**src/rtl/ifu_fetch_pkg.sv**
```systemverilog
// Shared constants, FSM encoding and helpers for the instruction fetch stage.
package ifu_fetch_pkg;

    localparam int PC_W   = 64;   // fetch PC / memory address width
    localparam int INST_W = 32;   // instruction width delivered to decode
    localparam int IMEM_W = 64;   // instruction memory data width

    localparam logic [PC_W-1:0]   RESET_PC = 64'h0000_0000_8000_0000;
    localparam logic [INST_W-1:0] NOP_INST = 32'h0000_0013;  // addi x0, x0, 0

    typedef enum logic [1:0] {
        S_REQ  = 2'd0,   // issue the memory read for pc
        S_WAIT = 2'd1,   // wait for the read data
        S_OUT  = 2'd2    // present the bundle to decode
    } fetch_state_e;

    // Pick the 32-bit instruction out of an aligned doubleword using pc[2].
    function automatic logic [INST_W-1:0] select_half(input logic           upper,
                                                      input logic [IMEM_W-1:0] dword);
        return upper ? dword[IMEM_W-1:INST_W] : dword[INST_W-1:0];
    endfunction

endpackage

```
**src/rtl/ifu_fetch_if.sv**
```systemverilog
// Fetch-stage bus: redirect input, instruction-memory request/response, and
// the bundle handed to decode. "master" is the fetch stage, "slave" is the
// environment (memory, decode, execute/trap).
interface ifu_fetch_if;
    import ifu_fetch_pkg::*;

    // Redirect from branch/jump/trap resolution
    logic              redirect_valid;
    logic [PC_W-1:0]   redirect_pc;

    // Instruction memory request
    logic              imem_req_valid;
    logic              imem_req_ready;
    logic [PC_W-1:0]   imem_req_addr;

    // Instruction memory response
    logic              imem_resp_valid;
    logic              imem_resp_ready;
    logic [IMEM_W-1:0] imem_resp_data;
    logic              imem_resp_err;

    // Bundle to decode
    logic              if_valid;
    logic              if_ready;
    logic [PC_W-1:0]   if_pc;
    logic [INST_W-1:0] if_inst;
    logic              if_fault;

    modport master (
        input  redirect_valid, redirect_pc,
        output imem_req_valid, imem_req_addr,
        input  imem_req_ready,
        input  imem_resp_valid, imem_resp_data, imem_resp_err,
        output imem_resp_ready,
        output if_valid, if_pc, if_inst, if_fault,
        input  if_ready
    );

    modport slave (
        output redirect_valid, redirect_pc,
        input  imem_req_valid, imem_req_addr,
        output imem_req_ready,
        output imem_resp_valid, imem_resp_data, imem_resp_err,
        input  imem_resp_ready,
        input  if_valid, if_pc, if_inst, if_fault,
        output if_ready
    );

endinterface

```
**src/rtl/ifu_fetch.sv**
```systemverilog
// Instruction fetch stage: owns the fetch PC, issues one instruction-memory
// read at a time, extracts the 32-bit word and hands {pc, inst, fault} to
// decode. Redirects replace the PC and cancel any fetch they make stale.
module ifu_fetch
    import ifu_fetch_pkg::*;
(
    input  logic         clk,
    input  logic         rst,
    ifu_fetch_if.master  bus
);

    fetch_state_e      r_state;
    logic [PC_W-1:0]   r_pc;
    logic              r_drop;      // a redirect hit while waiting: discard the next response
    logic [INST_W-1:0] r_inst_q;
    logic              r_fault_q;

    logic              w_req_valid;
    logic              w_resp_ready;
    logic              w_if_valid;
    logic              w_pc_aligned;

    assign w_pc_aligned = (r_pc[1:0] == 2'b00);

    // Handshake outputs decoded from the current state; all forced low in reset.
    always_comb begin
        // NOTE: every signal gets a default before the case so no latch is inferred.
        w_req_valid  = 1'b0;
        w_resp_ready = 1'b0;
        w_if_valid   = 1'b0;
        if (!rst) begin
            case (r_state)
                S_REQ:   w_req_valid  = ~bus.redirect_valid & w_pc_aligned;
                S_WAIT:  w_resp_ready = 1'b1;
                S_OUT:   w_if_valid   = ~bus.redirect_valid;
                default: ;
            endcase
        end
    end

    assign bus.imem_req_valid  = w_req_valid;
    assign bus.imem_req_addr   = {r_pc[PC_W-1:3], 3'b000};
    assign bus.imem_resp_ready = w_resp_ready;
    assign bus.if_valid        = w_if_valid;
    assign bus.if_pc           = r_pc;
    assign bus.if_inst         = r_inst_q;
    assign bus.if_fault        = r_fault_q;

    // Fetch FSM: PC sequencing, stale-response tracking and bundle capture.
    always_ff @(posedge clk) begin
        // NOTE: state is updated with non-blocking assignments so every register
        // samples the pre-edge values, independent of statement order.
        if (rst) begin
            r_state   <= S_REQ;
            r_pc      <= RESET_PC;
            r_drop    <= 1'b0;
            r_inst_q  <= '0;
            r_fault_q <= 1'b0;
        end else begin
            case (r_state)
                S_REQ: begin
                    if (bus.redirect_valid) begin
                        r_pc <= bus.redirect_pc;
                    end else if (!w_pc_aligned) begin
                        // Misaligned PC faults without touching memory.
                        r_inst_q  <= NOP_INST;
                        r_fault_q <= 1'b1;
                        r_state   <= S_OUT;
                    end else if (bus.imem_req_ready) begin
                        r_state <= S_WAIT;
                    end
                end

                S_WAIT: begin
                    if (bus.imem_resp_valid) begin
                        if (r_drop || bus.redirect_valid) begin
                            r_drop  <= 1'b0;
                            r_state <= S_REQ;
                            if (bus.redirect_valid) begin
                                r_pc <= bus.redirect_pc;
                            end
                        end else begin
                            r_inst_q  <= select_half(r_pc[2], bus.imem_resp_data);
                            r_fault_q <= bus.imem_resp_err;
                            r_state   <= S_OUT;
                        end
                    end else if (bus.redirect_valid) begin
                        // The request is still in flight; remember to discard it.
                        r_pc   <= bus.redirect_pc;
                        r_drop <= 1'b1;
                    end
                end

                S_OUT: begin
                    if (bus.redirect_valid) begin
                        r_pc    <= bus.redirect_pc;
                        r_state <= S_REQ;
                    end else if (bus.if_ready) begin
                        r_pc      <= r_pc + PC_W'(4);
                        r_fault_q <= 1'b0;
                        r_state   <= S_REQ;
                    end
                end

                default: r_state <= S_REQ;
            endcase
        end
    end

endmodule

```
**src/flat_wrapper.sv**
```systemverilog
// flat-port wrapper written by rule: the top's interface ports become plain ports
module ifu_fetch_flat import ifu_fetch_pkg::*;
  (clk, rst, bus_redirect_valid, bus_redirect_pc, bus_imem_req_valid, bus_imem_req_addr, bus_imem_req_ready, bus_imem_resp_valid, bus_imem_resp_data, bus_imem_resp_err, bus_imem_resp_ready, bus_if_valid, bus_if_pc, bus_if_inst, bus_if_fault, bus_if_ready);
  ifu_fetch_if bus_i ();
  input  logic clk;
  input  logic rst;
  input wire logic [$bits(bus_i.redirect_valid)-1:0] bus_redirect_valid;
  input wire logic [$bits(bus_i.redirect_pc)-1:0] bus_redirect_pc;
  output wire logic [$bits(bus_i.imem_req_valid)-1:0] bus_imem_req_valid;
  output wire logic [$bits(bus_i.imem_req_addr)-1:0] bus_imem_req_addr;
  input wire logic [$bits(bus_i.imem_req_ready)-1:0] bus_imem_req_ready;
  input wire logic [$bits(bus_i.imem_resp_valid)-1:0] bus_imem_resp_valid;
  input wire logic [$bits(bus_i.imem_resp_data)-1:0] bus_imem_resp_data;
  input wire logic [$bits(bus_i.imem_resp_err)-1:0] bus_imem_resp_err;
  output wire logic [$bits(bus_i.imem_resp_ready)-1:0] bus_imem_resp_ready;
  output wire logic [$bits(bus_i.if_valid)-1:0] bus_if_valid;
  output wire logic [$bits(bus_i.if_pc)-1:0] bus_if_pc;
  output wire logic [$bits(bus_i.if_inst)-1:0] bus_if_inst;
  output wire logic [$bits(bus_i.if_fault)-1:0] bus_if_fault;
  input wire logic [$bits(bus_i.if_ready)-1:0] bus_if_ready;
  assign bus_i.redirect_valid = bus_redirect_valid;
  assign bus_i.redirect_pc = bus_redirect_pc;
  assign bus_imem_req_valid = bus_i.imem_req_valid;
  assign bus_imem_req_addr = bus_i.imem_req_addr;
  assign bus_i.imem_req_ready = bus_imem_req_ready;
  assign bus_i.imem_resp_valid = bus_imem_resp_valid;
  assign bus_i.imem_resp_data = bus_imem_resp_data;
  assign bus_i.imem_resp_err = bus_imem_resp_err;
  assign bus_imem_resp_ready = bus_i.imem_resp_ready;
  assign bus_if_valid = bus_i.if_valid;
  assign bus_if_pc = bus_i.if_pc;
  assign bus_if_inst = bus_i.if_inst;
  assign bus_if_fault = bus_i.if_fault;
  assign bus_i.if_ready = bus_if_ready;
  ifu_fetch u_core (.clk(clk), .rst(rst), .bus(bus_i));
endmodule
```
**config.mk**
```make
export PLATFORM = sky130hd
export DESIGN_NAME = ifu_fetch_flat
export DESIGN_NICKNAME = d
export VERILOG_FILES = /design/src/rtl/ifu_fetch_pkg.sv /design/src/rtl/ifu_fetch_if.sv /design/src/rtl/ifu_fetch.sv /design/src/flat_wrapper.sv
export SDC_FILE = /design/constraint.sdc
export NUM_CORES = 1
export LEC_CHECK = 0
export CAP_MARGIN = 30
export CORE_MARGIN = 5
export CORE_UTILIZATION = 43
export CTS_CLUSTER_SIZE = 14
export DETAILED_ROUTE_END_ITERATION = 16
export PLACE_DENSITY = 0.9
export SETUP_SLACK_MARGIN = 0.05
export SYNTH_ARGS = -nofsm -noshare
export SYNTH_HDL_FRONTEND = slang
export SYNTH_SLANG_ARGS = --single-unit
```
**constraint.sdc**
```tcl
create_clock -name clk -period 3.2 [get_ports clk]
set_input_delay 0.64 -clock clk [delete_from_list [all_inputs] [get_ports clk]]
set_output_delay 0.64 -clock clk [all_outputs]
set_load 0.005 [all_outputs]
```
==> flow_summary.yaml, run 1 <==
die:
  dieHeight_um: 136.0
  fp.dieArea_um2: 18480
  die-width_um: 136.0
  io_pins: 299
  num_rows: 46
  initial_core_util_pct: 43.41
  core_um2: 15710
cts:
  cts_hold_buf: 0
  postCtsSetupBuffers: 0
  clock_path_buffers: 2
  clkTransAtPathRegs_ns: 0.07
  cts_tree: "yes"
  cts-root-buf: "clkbuf_16"
  worst_skew_pair.late_latency_ns: 0.36
  htree_levels: 3
  ctsResizeCount: 0
  clkSinkCount: 100
  numCtsBuffers: 9
grt:
  gr-usage-met3_pct: 8.364
  grt_pass1_vias: 7640
  antenna_found_initial: 1
  grt_pass1_wl_um: 39540
  gr-usage-met1_pct: 30.87
  grt_overflow_total: 0
  top_usage_layer: "met2"
  use_met2_pct: 45.27
  grt_start_max_net_pins: 56
  grt_usage_pct: 26.73
yosys:
  synth-seq-cells: 100
  avgSynthCellArea_um2: 7.529
  async_flop_share_pct: 0
  yosys.cell_count.top_type: "dfxtp_1"
  synth_top_area_share_pct: 29.35
  synth_top_flop_cell: "dfxtp_1"
  synth_edf_count: 0
  synthAdderAreaFrac_pct: 0.1834
  synth_compound_area_share_pct: 20.18
  synthTopCellsByCount: "dfxtp_1 (100), nor2_1 (96), nand2_1 (94)"
  synth_top_area_cell: "dfxtp_1"
  synthMuxAreaShare_pct: 7.043
  synth_xor_area_share_pct: 0
  postSynthCellCount: 906
  synth_top_family_by_area: "simple AND/OR/NAND/NOR gates"
  synth.area.top_cells: "dfxtp_1 (29%), buf_4 (7.4%), a21oi_1 (5.4%), nor2_1 (5.3%), nand2_1 (5.2%)"
  synth-seq-area-share_pct: 29.35
  yosys_warnings: 0
  synth_cell_types: 76
  syn_area_um2: 6822
  synthSimpleGateAreaFrac_pct: 31.25
critical_path:
  required_ns: 2.56
  critical-path-slowest-cell: "or4_1"
  rrSetupSlack_ns: 0.53
  cp-start-kind: "flip-flop"
  worst_setup_path_end_kind: "output pin"
  crit_end: "bus_imem_req_valid"
  max_stage_delay_ns: 0.61
  rr_worst_depth: 7
  cp_max_fo: 18
  worstPathCellList: "or4_1 > nor3_1 > clkdlybuf4s50_1"
  worstSetupPathType: "reg -> out"
  r2r-end: "u_core.bus.if_pc[58]$_SDFFE_PP0P_"
  rr_startpoint: "u_core.bus.if_pc[3]$_SDFFE_PP0P_"
  crit_start: "u_core.r_state[1]$_SDFFE_PP0P_"
  worst_ep_arrival_time_ns: 2.13
placement:
  placed_cells: 1313
  place_congestion: 0.9309
  dp_slack_ns: 0.2627
  port_buffers: 295
  dp_hpwl_um: 18930
  dpl_cell_area_um2: 9522
pwr:
  p_sw_share_pct: 28.90
  total_leakage_power_nw: 3.392
  peakVddDrop_uv: 259.3
  pwr-share-seq_pct: 41.1
  power_frac_comb_pct: 24.9
  p_per_area_nw_per_um2: 366.6
  p_int_w: 0.002568
  p_sw_w: 0.001044
  p_clk_share_pct: 34.0
cells_and_area:
  fill_cells: 1344
  postLayoutCellArea_um2: 9852
  syn_to_final_growth_pct: 44.42
  ff_latch_area_um2: 2003
  multiInputGateArea_um2: 4020
  fin_cells: 1330
  drive_above_1_share_pct: 7.547
  final_nets: 1244
timing:
  fin_skew_ns: 0.01134
  rsz0062_at_grt: "false"
  slew_headroom_pct: 57.48
  timing.final.hold_violations: 0
  fin_ws_ns: 0.4299
  tns_ns: 0
  max_freq_mhz: 361.0
  worst_pin_slew_ns: 0.6326
  finalMaxSlewViolations: 0
  whs_ns: 0.4499
  period_share_pct: 86.57
  period_minus_slack_ns: 2.770
  setup_viol: 0
drt:
  remaining_drc_errors: 0
  routed_wl_um: 25770
  routed_via_density: 6.044
  num_vias: 8039
  wl_per_cell_um: 19.38
  drtIter0Drc: 927
  ant_nets: 0
  drtPass1Iterations: 5
worst_hold_path:
  worstHoldStart: "u_core.bus.if_inst[2]$_SDFFE_PP0P_"
  hold_class: "reg -> reg"
run:
  cap_violations: 0
status:
  status: "finished clean"
==> per-stage QoR <==
| step | util (%) | total power [W] |
|---|---|---|
| 2_1_floorplan | - | 0.001904 |
| 3_3_place_gp | 60.60 | 0.002380 |
| 3_5_place_dp | 60.60 | 0.002402 |
| 4_1_cts | 62.69 | 0.003623 |
| 5_1_grt | 62.70 | 0.003755 |
| 6_report | 62.70 | 0.003612 |
==> layout by cell type, fill, tap and decap left out, types with 11 or more instances in the layout <==
cell,n
nand3_1,44
or3_1,11
inv_1,16
nor3_1,26
or4_1,11
nand2_1,94
nand4_1,44
a31oi_1,17
buf_4,22
clkdlybuf4s50_1,294
dfxtp_1,99
mux2_2,16
and3_1,16
nor4_1,17
o21ai_0,27
a21oi_1,74
nor2_1,95
mux2i_1,30
==> worst min path at each step <==
stage,slack (ns),depth (start not counted),to
after floorplan,0.45,2,u_core.bus.if_inst[27]$_SDFFE_PP0P_
after global placement,0.44,2,u_core.bus.if_inst[29]$_SDFFE_PP0P_
after detailed placement,0.44,2,u_core.bus.if_inst[2]$_SDFFE_PP0P_
after CTS,0.45,2,u_core.bus.if_inst[2]$_SDFFE_PP0P_
after global routing,0.47,2,u_core.bus.if_inst[28]$_SDFFE_PP0P_
final,0.45,2,u_core.bus.if_inst[2]$_SDFFE_PP0P_
==> power groups by stage <==
stage	sequential, W	clock, W	combinational, W
after floorplan	0.00146	0	0.000447
after global placement	0.00150	0	0.000879
after detailed placement	0.00151	0	0.000896
after CTS	0.00148	0.00124	0.000901
after global routing	0.00150	0.00129	0.000970
final	0.00148	0.00123	0.000900
==> layer usage <==
metal	up-vias	share of wire (%)
li1	3701	-
met1	3725	36
met2	525	48
met3	88	12
met4	0	4.1
met5	-	0
==> worst max-delay path, delay by kind of cell, from the launching register on <==
family	cells	cell delay [ns]
simple gates	2	0.77
buf+inv	1	0.53
flops	1	0.48
==> registers in the layout, summed over array words and instances (netlist names) <==
name and cells:
u_core.r_drop 1, u_core.bus.if_pc 64, u_core.bus.if_inst 32, u_core.bus.if_fault 1, u_core.r_state 2
==> cell type report <==
| class | count | share of cell area, % |
|---|---|---|
| multi-input cells | 662 | 40.81 |
| clock buffers | 11 | 2.464 |
| clock inverters | 5 | 0.8636 |
| well taps | 216 | 2.743 |
| repair buffers | 319 | 32.16 |
| flip-flops and latches | 100 | 20.33 |
| diodes | 1 | 0.02540 |
| inverters | 16 | 0.6096 |
==> cell families (layout without fill, tap and decap cells) <==
| family | count (synthesis) | after routing |
|---|---|---|
| compound gates | 207 | 207 |
| buf+inv | 146 | 351 |
| other cells | 1 | 4 |
| fa+ha+maj | 1 | 1 |
| mux | 46 | 46 |
| flops | 100 | 100 |
| simple gates | 405 | 405 |
Power figures use the tool's default switching activity.
==> run 2, diff against run 1 <==
==> constraint.sdc (replaced) <==
create_clock -name clk -period 3.2 [get_ports clk]
set_input_delay 0.64 -clock clk [delete_from_list [all_inputs] [get_ports clk]]
set_output_delay 0.64 -clock clk [all_outputs]
set_load 0.01 [all_outputs]
==> run 2 against run 1 <==
  * Critical path type unchanged
  * Maximum frequency fell by 1.4%
  * Clock power fell by 7%
  * Critical path depth did not move
  * Design area fell by 0.56%
  * First-iteration DRC count rose by 15%
  * Sequential share of layout area rose by 0.11 points
  * Clock skew fell by 0.0020 ns
  * Via count fell by 0.86%
  * Sequential cell count did not move
  * Hold slack got worse by 0.00091 ns
  * Worst setup slack got worse by 0.039 ns
==> flow_summary.yaml, run 2 (synthesis results as in run 1) <==
pwr:
  p_per_area_nw_per_um2: 364.3
  total_leakage_power_nw: 3.365
  peakVddDrop_uv: 341.9
timing:
  worst_pin_slew_ns: 0.7789
  tns_ns: 0
  max_freq_mhz: 356.0
  fin_skew_ns: 0.009328
  period_minus_slack_ns: 2.809
  period_share_pct: 87.78
  finalMaxSlewViolations: 0
  fin_ws_ns: 0.3910
  rsz0062_at_grt: "false"
  setup_viol: 0
  timing.final.hold_violations: 0
  slew_headroom_pct: 48.07
cts:
  numCtsBuffers: 9
  clkSinkCount: 100
  ctsResizeCount: 0
  postCtsSetupBuffers: 0
  cts_hold_buf: 0
  clkTransAtPathRegs_ns: 0.07
  clock_path_buffers: 2
  cts_tree: "yes"
  htree_levels: 3
  cts-root-buf: "clkbuf_16"
  worst_skew_pair.late_latency_ns: 0.35
drt:
  wl_met2_um: 12040
  routed_via_density: 6.006
  drtPass1Iterations: 6
  ant_nets: 0
  wl_met3_um: 3147
  remaining_drc_errors: 0
  drt-met1-wl_um: 9276
  wl_per_cell_um: 19.16
  drtIter0Drc: 1062
  num_vias: 7970
  top_layer_used: "met4"
  routed_wl_um: 25430
placement:
  dp_hpwl_um: 18670
  dp_slack_ns: 0.2859
  place_congestion: 0.9151
  port_buffers: 295
grt:
  antenna_found_initial: 0
  grt_pass1_wl_um: 38880
  grt_pass1_vias: 7497
  grt_start_max_net_pins: 66
  grt_usage_pct: 26.18
  grt_overflow_total: 0
critical_path:
  worstSetupPathType: "reg -> out"
  max_stage_delay_ns: 0.61
  required_ns: 2.56
  r2r-end: "u_core.bus.if_pc[58]$_SDFFE_PP0P_"
  worst_setup_path_end_kind: "output pin"
  cp-start-kind: "flip-flop"
  rrSetupSlack_ns: 0.45
  cp_max_fo: 18
  critical-path-slowest-cell: "or4_1"
  rr_startpoint: "u_core.bus.if_pc[3]$_SDFFE_PP0P_"
  worst_ep_arrival_time_ns: 2.17
  worstPathCellList: "or4_1 > nor3_1 > clkdlybuf4s50_1"
  rr_worst_depth: 7
die:
  core_um2: 15710
  num_rows: 46
  initial_core_util_pct: 43.41
  die-width_um: 136.0
  dieHeight_um: 136.0
  fp.dieArea_um2: 18480
  io_pins: 299
cells_and_area:
  diodes: 0
  syn_to_final_growth_pct: 43.62
  final_common_cell: "clkdlybuf4s50_1"
  fill_cells: 1346
  largest_reg_flops: 64
  final_nets: 1242
  drive_above_1_share_pct: 7.471
  final_cell_mix: "clkdlybuf4s50_1 (294), dfxtp_1 (99), nor2_1 (95), nand2_1 (94), a21oi_1 (74)"
worst_hold_path:
  holdPathStages: 2
  worstHoldStart: "u_core.bus.if_inst[2]$_SDFFE_PP0P_"
  holdPathEnd: "u_core.bus.if_inst[2]$_SDFFE_PP0P_"
  hold_class: "reg -> reg"
status:
  status: "finished clean"
run:
  cap_violations: 0
## run 2: cell count changes in the layout (fill, tap and decap cells not counted), sizes merged
| cell | change |
|---|---|
| clkinvlp | +1 |
| buf | -2 |
| diode | -1 |
| clkinv | +1 |
| clkbuf | -1 |
| bufinv | -1 |
## run 2: stage by stage
stage / utilization [%] / power [W] / instances / hold WS, ns / area, µm²
4_1_cts: 62.35 / 0.003573 / 1327 / 0.4540 / 9797
5_1_grt: 62.35 / 0.003708 / 1327 / 0.4693 / 9797
6_report: 62.35 / 0.003569 / 1327 / 0.4490 / 9797
3_3_place_gp: 60.42 / 0.002430 / 1311 / 0.4380 / 9494
3_5_place_dp: 60.42 / 0.002448 / 1311 / 0.4437 / 9494
2_1_floorplan: - / 0.001957 / 908 / 0.4761 / 6829
## run 2: cell type report
cell class / instances / area (µm²) / area share [%]
Multi-Input combinational cell: 662 / 4020 / 41.03
Timing Repair Buffer: 317 / 3141 / 32.06
Sequential cell: 100 / 2003 / 20.45
Tap cell: 216 / 270.3 / 2.759
Clock buffer: 10 / 239.0 / 2.439
Clock inverter: 6 / 63.81 / 0.6513
Inverter: 16 / 60.06 / 0.6130
## run 2: worst max-delay path by stage
stage	start	end	slack, ns	cells past startpoint
final	u_core.r_state[1]$_SDFFE_PP0P_	bus_imem_req_valid	0.39	3
after detailed placement	bus_redirect_valid	u_core.bus.if_pc[23]$_SDFFE_PP0P_	0.29	7
after global placement	bus_redirect_valid	u_core.bus.if_pc[6]$_SDFFE_PP0P_	0.39	7
after CTS	u_core.r_state[1]$_SDFFE_PP0P_	bus_imem_req_valid	0.41	3
after global routing	u_core.bus.if_pc[3]$_SDFFE_PP0P_	u_core.bus.if_pc[58]$_SDFFE_PP0P_	0.32	7
after floorplan	u_core.bus.if_pc[3]$_SDFFE_PP0P_	u_core.bus.if_pc[36]$_SDFFE_PP0P_	0.89	6
## run 2: metal layers
| metal | track usage (%) | vias to the layer above |
|---|---|---|
| li1 | - | 3697 |
| met5 | 0 | - |
| met4 | 12.26 | 0 |
| met1 | 31.08 | 3653 |
| met3 | 6.921 | 76 |
| met2 | 44.11 | 544 |
## run 2: power by group
part           leakage (nW)  internal (W)  switching [W]  total (W)
registers             0.821       0.00133       0.000160    0.00149
clock network         0.144      0.000627       0.000512    0.00114
logic                  2.40      0.000531       0.000414   0.000945
total                  3.37       0.00248        0.00109    0.00357
## run 2: critical path, delay by kind of cell (launching register included)
| family | cells | cell delay, ns |
|---|---|---|
| simple gates | 2 | 0.76 |
| flops | 1 | 0.49 |
| buf+inv | 1 | 0.56 |
==> run 3, diff against run 2 <==
ABC_CLOCK_PERIOD_IN_PS = 3200   (was unset)
REMOVE_ABC_BUFFERS = 1   (was unset)
SKIP_CTS_REPAIR_TIMING = 1   (was unset)
==> run 3 against run 2 <==
  * Design area rose by 0.63%
  * Sequential cell count did not move
  * Non-clock buffer count rose by 4
  * Utilization rose by 0.39 points
  * Die area did not move
  * Critical path type unchanged
  * Highest routed layer unchanged
==> flow_summary.yaml, run 3 (synthesis results as in run 1) <==
critical_path:
  cp-start-kind: "flip-flop"
  required_ns: 2.56
  rr_worst_depth: 7
  cpLargestDelayFamily: "simple AND/OR/NAND/NOR gates"
  critical-path-slowest-cell: "or4_1"
  worst_ep_arrival_time_ns: 2.23
  crit_buf_inv: 1
  rrSetupSlack_ns: 0.55
  worstPathCellList: "or4_1 > nor3_1 > clkdlybuf4s50_1"
  r2r-end: "u_core.bus.if_pc[58]$_SDFFE_PP0P_"
  cp_max_fo: 18
  rr_startpoint: "u_core.bus.if_pc[3]$_SDFFE_PP0P_"
  worst_setup_path_end_kind: "output pin"
  max_stage_delay_ns: 0.62
  worstSetupPathType: "reg -> out"
die:
  num_rows: 46
  die-width_um: 136.0
  io_pins: 299
  dieHeight_um: 136.0
  fp.dieArea_um2: 18480
  initial_core_util_pct: 43.41
  core_um2: 15710
timing:
  rsz0062_at_grt: "false"
  worst_pin_slew_ns: 0.6644
  period_share_pct: 89.65
  period_minus_slack_ns: 2.869
  fin_skew_ns: 0.009447
  slew_headroom_pct: 55.30
  setup_viol: 0
  tns_ns: 0
  max_freq_mhz: 348.6
  timing.final.hold_violations: 0
  whs_ns: 0.4546
  finalMaxSlewViolations: 0
cts:
  numCtsBuffers: 9
  cts_tree: "yes"
  clkSinkCount: 100
  cts-root-buf: "clkbuf_16"
  worst_skew_pair.late_latency_ns: 0.35
  clock_path_buffers: 2
  htree_levels: 3
  clkTransAtPathRegs_ns: 0.07
run:
  cap_violations: 0
pwr:
  total_leakage_power_nw: 3.410
  p_sw_share_pct: 29.50
  p_sw_w: 0.001099
  power_frac_comb_pct: 25.5
  p_clk_share_pct: 34.8
  p_per_area_nw_per_um2: 377.9
  pwr-share-seq_pct: 39.7
  peakVddDrop_uv: 258.7
  p_int_w: 0.002626
cells_and_area:
  syn_to_final_growth_pct: 44.52
  largest_reg_flops: 64
  drive_above_1_share_pct: 7.803
  final_common_cell: "clkdlybuf4s50_1"
  final_nets: 1246
  final_cell_mix: "clkdlybuf4s50_1 (294), dfxtp_1 (99), nor2_1 (95), nand2_1 (94), a21oi_1 (74)"
  fill_cells: 1345
  fin_util_pct: 62.74
  diodes: 0
grt:
  grt_overflow_total: 0
  grt_start_max_net_pins: 84
  grt_usage_pct: 26.45
  antenna_found_initial: 0
  grt_pass1_vias: 7924
  grt_pass1_wl_um: 39730
worst_hold_path:
  holdPathStages: 2
  worstHoldStart: "u_core.bus.if_inst[3]$_SDFFE_PP0P_"
  holdPathEnd: "u_core.bus.if_inst[3]$_SDFFE_PP0P_"
  hold_class: "reg -> reg"
status:
  status: "finished clean"
placement:
  place_congestion: 0.9507
  port_buffers: 295
  dp_hpwl_um: 18840
drt:
  routed_via_density: 6.095
  drtIter0Drc: 777
  routed_wl_um: 25710
  drtPass1Iterations: 5
  wl_per_cell_um: 19.31
  ant_nets: 0
  num_vias: 8112
  remaining_drc_errors: 0
[run 3: cell count changes in the layout (fill, tap and decap cells not counted), sizes merged]
cell and change:
buf +4, inv +1, clkinvlp -2, bufinv +2, clkbuf -1
[run 3: area by class of cell]
type	instances	area (µm²)	share of cell area (%)
clock inverter	7	123.9	1.257
multi-input combinational	662	4020	40.78
timing repair buffer	321	3156	32.01
clock buffer	9	225.2	2.285
inverter	16	60.06	0.6092
tap	216	270.3	2.741
sequential	100	2003	20.32
[run 3: worst reg2reg max path, cell delays in order (launching register included)]
cell	delay, ns
dfxtp_1	0.46
ha_1	0.29
nand3_4	0.14
nor4_2	0.30
buf_4	0.24
nand4_1	0.34
o311a_1	0.47
or3_1	0.30
[run 3: power by group through the flow]
stage / Combinational [W] / Sequential [W] / Clock [W]
finish: 0.000949 / 0.00148 / 0.00130
global route: 0.00101 / 0.00150 / 0.00136
CTS: 0.000947 / 0.00147 / 0.00131
detailed placement: 0.000940 / 0.00150 / 0
global placement: 0.000924 / 0.00150 / 0
floorplan: 0.000301 / 0.00154 / 0
[run 3: worst max-delay path by stage]
| stage | startpoint | end | slack, ns | cells past startpoint |
|---|---|---|---|---|
| after global routing | u_core.r_state[1]$_SDFFE_PP0P_ | bus_imem_req_valid | 0.23 | 3 |
| after global placement | bus_redirect_valid | u_core.bus.if_pc[15]$_SDFFE_PP0P_ | 0.39 | 7 |
| after CTS | u_core.r_state[1]$_SDFFE_PP0P_ | bus_imem_req_valid | 0.31 | 3 |
| after detailed placement | bus_redirect_valid | bus_imem_req_valid | 0.32 | 4 |
| final | u_core.r_state[1]$_SDFFE_PP0P_ | bus_imem_req_valid | 0.33 | 3 |
| after floorplan | u_core.bus.if_pc[2]$_SDFFE_PP0P_ | u_core.bus.if_pc[58]$_SDFFE_PP0P_ | -0.49 | 6 |
[run 3: per-stage QoR]
step	instances	cell area, µm²	setup WS (ns)	total power, W
2_1_floorplan	778	6075	-0.4931	0.001841
3_3_place_gp	1315	9509	0.3859	0.002421
3_5_place_dp	1315	9509	0.3233	0.002443
4_1_cts	1331	9858	0.3107	0.003733
5_1_grt	1331	9858	0.2348	0.003864
6_report	1331	9858	0.3310	0.003725
[run 3: metal layers]
metal  global-route usage, %  up-vias  share of wire (%)
met2                   43.34      529                 48
met1                   33.06     3777                 38
met3                   6.292      102                 10
li1                        -     3704                  -
met5                       0        -                  0
met4                   11.87        0                4.1
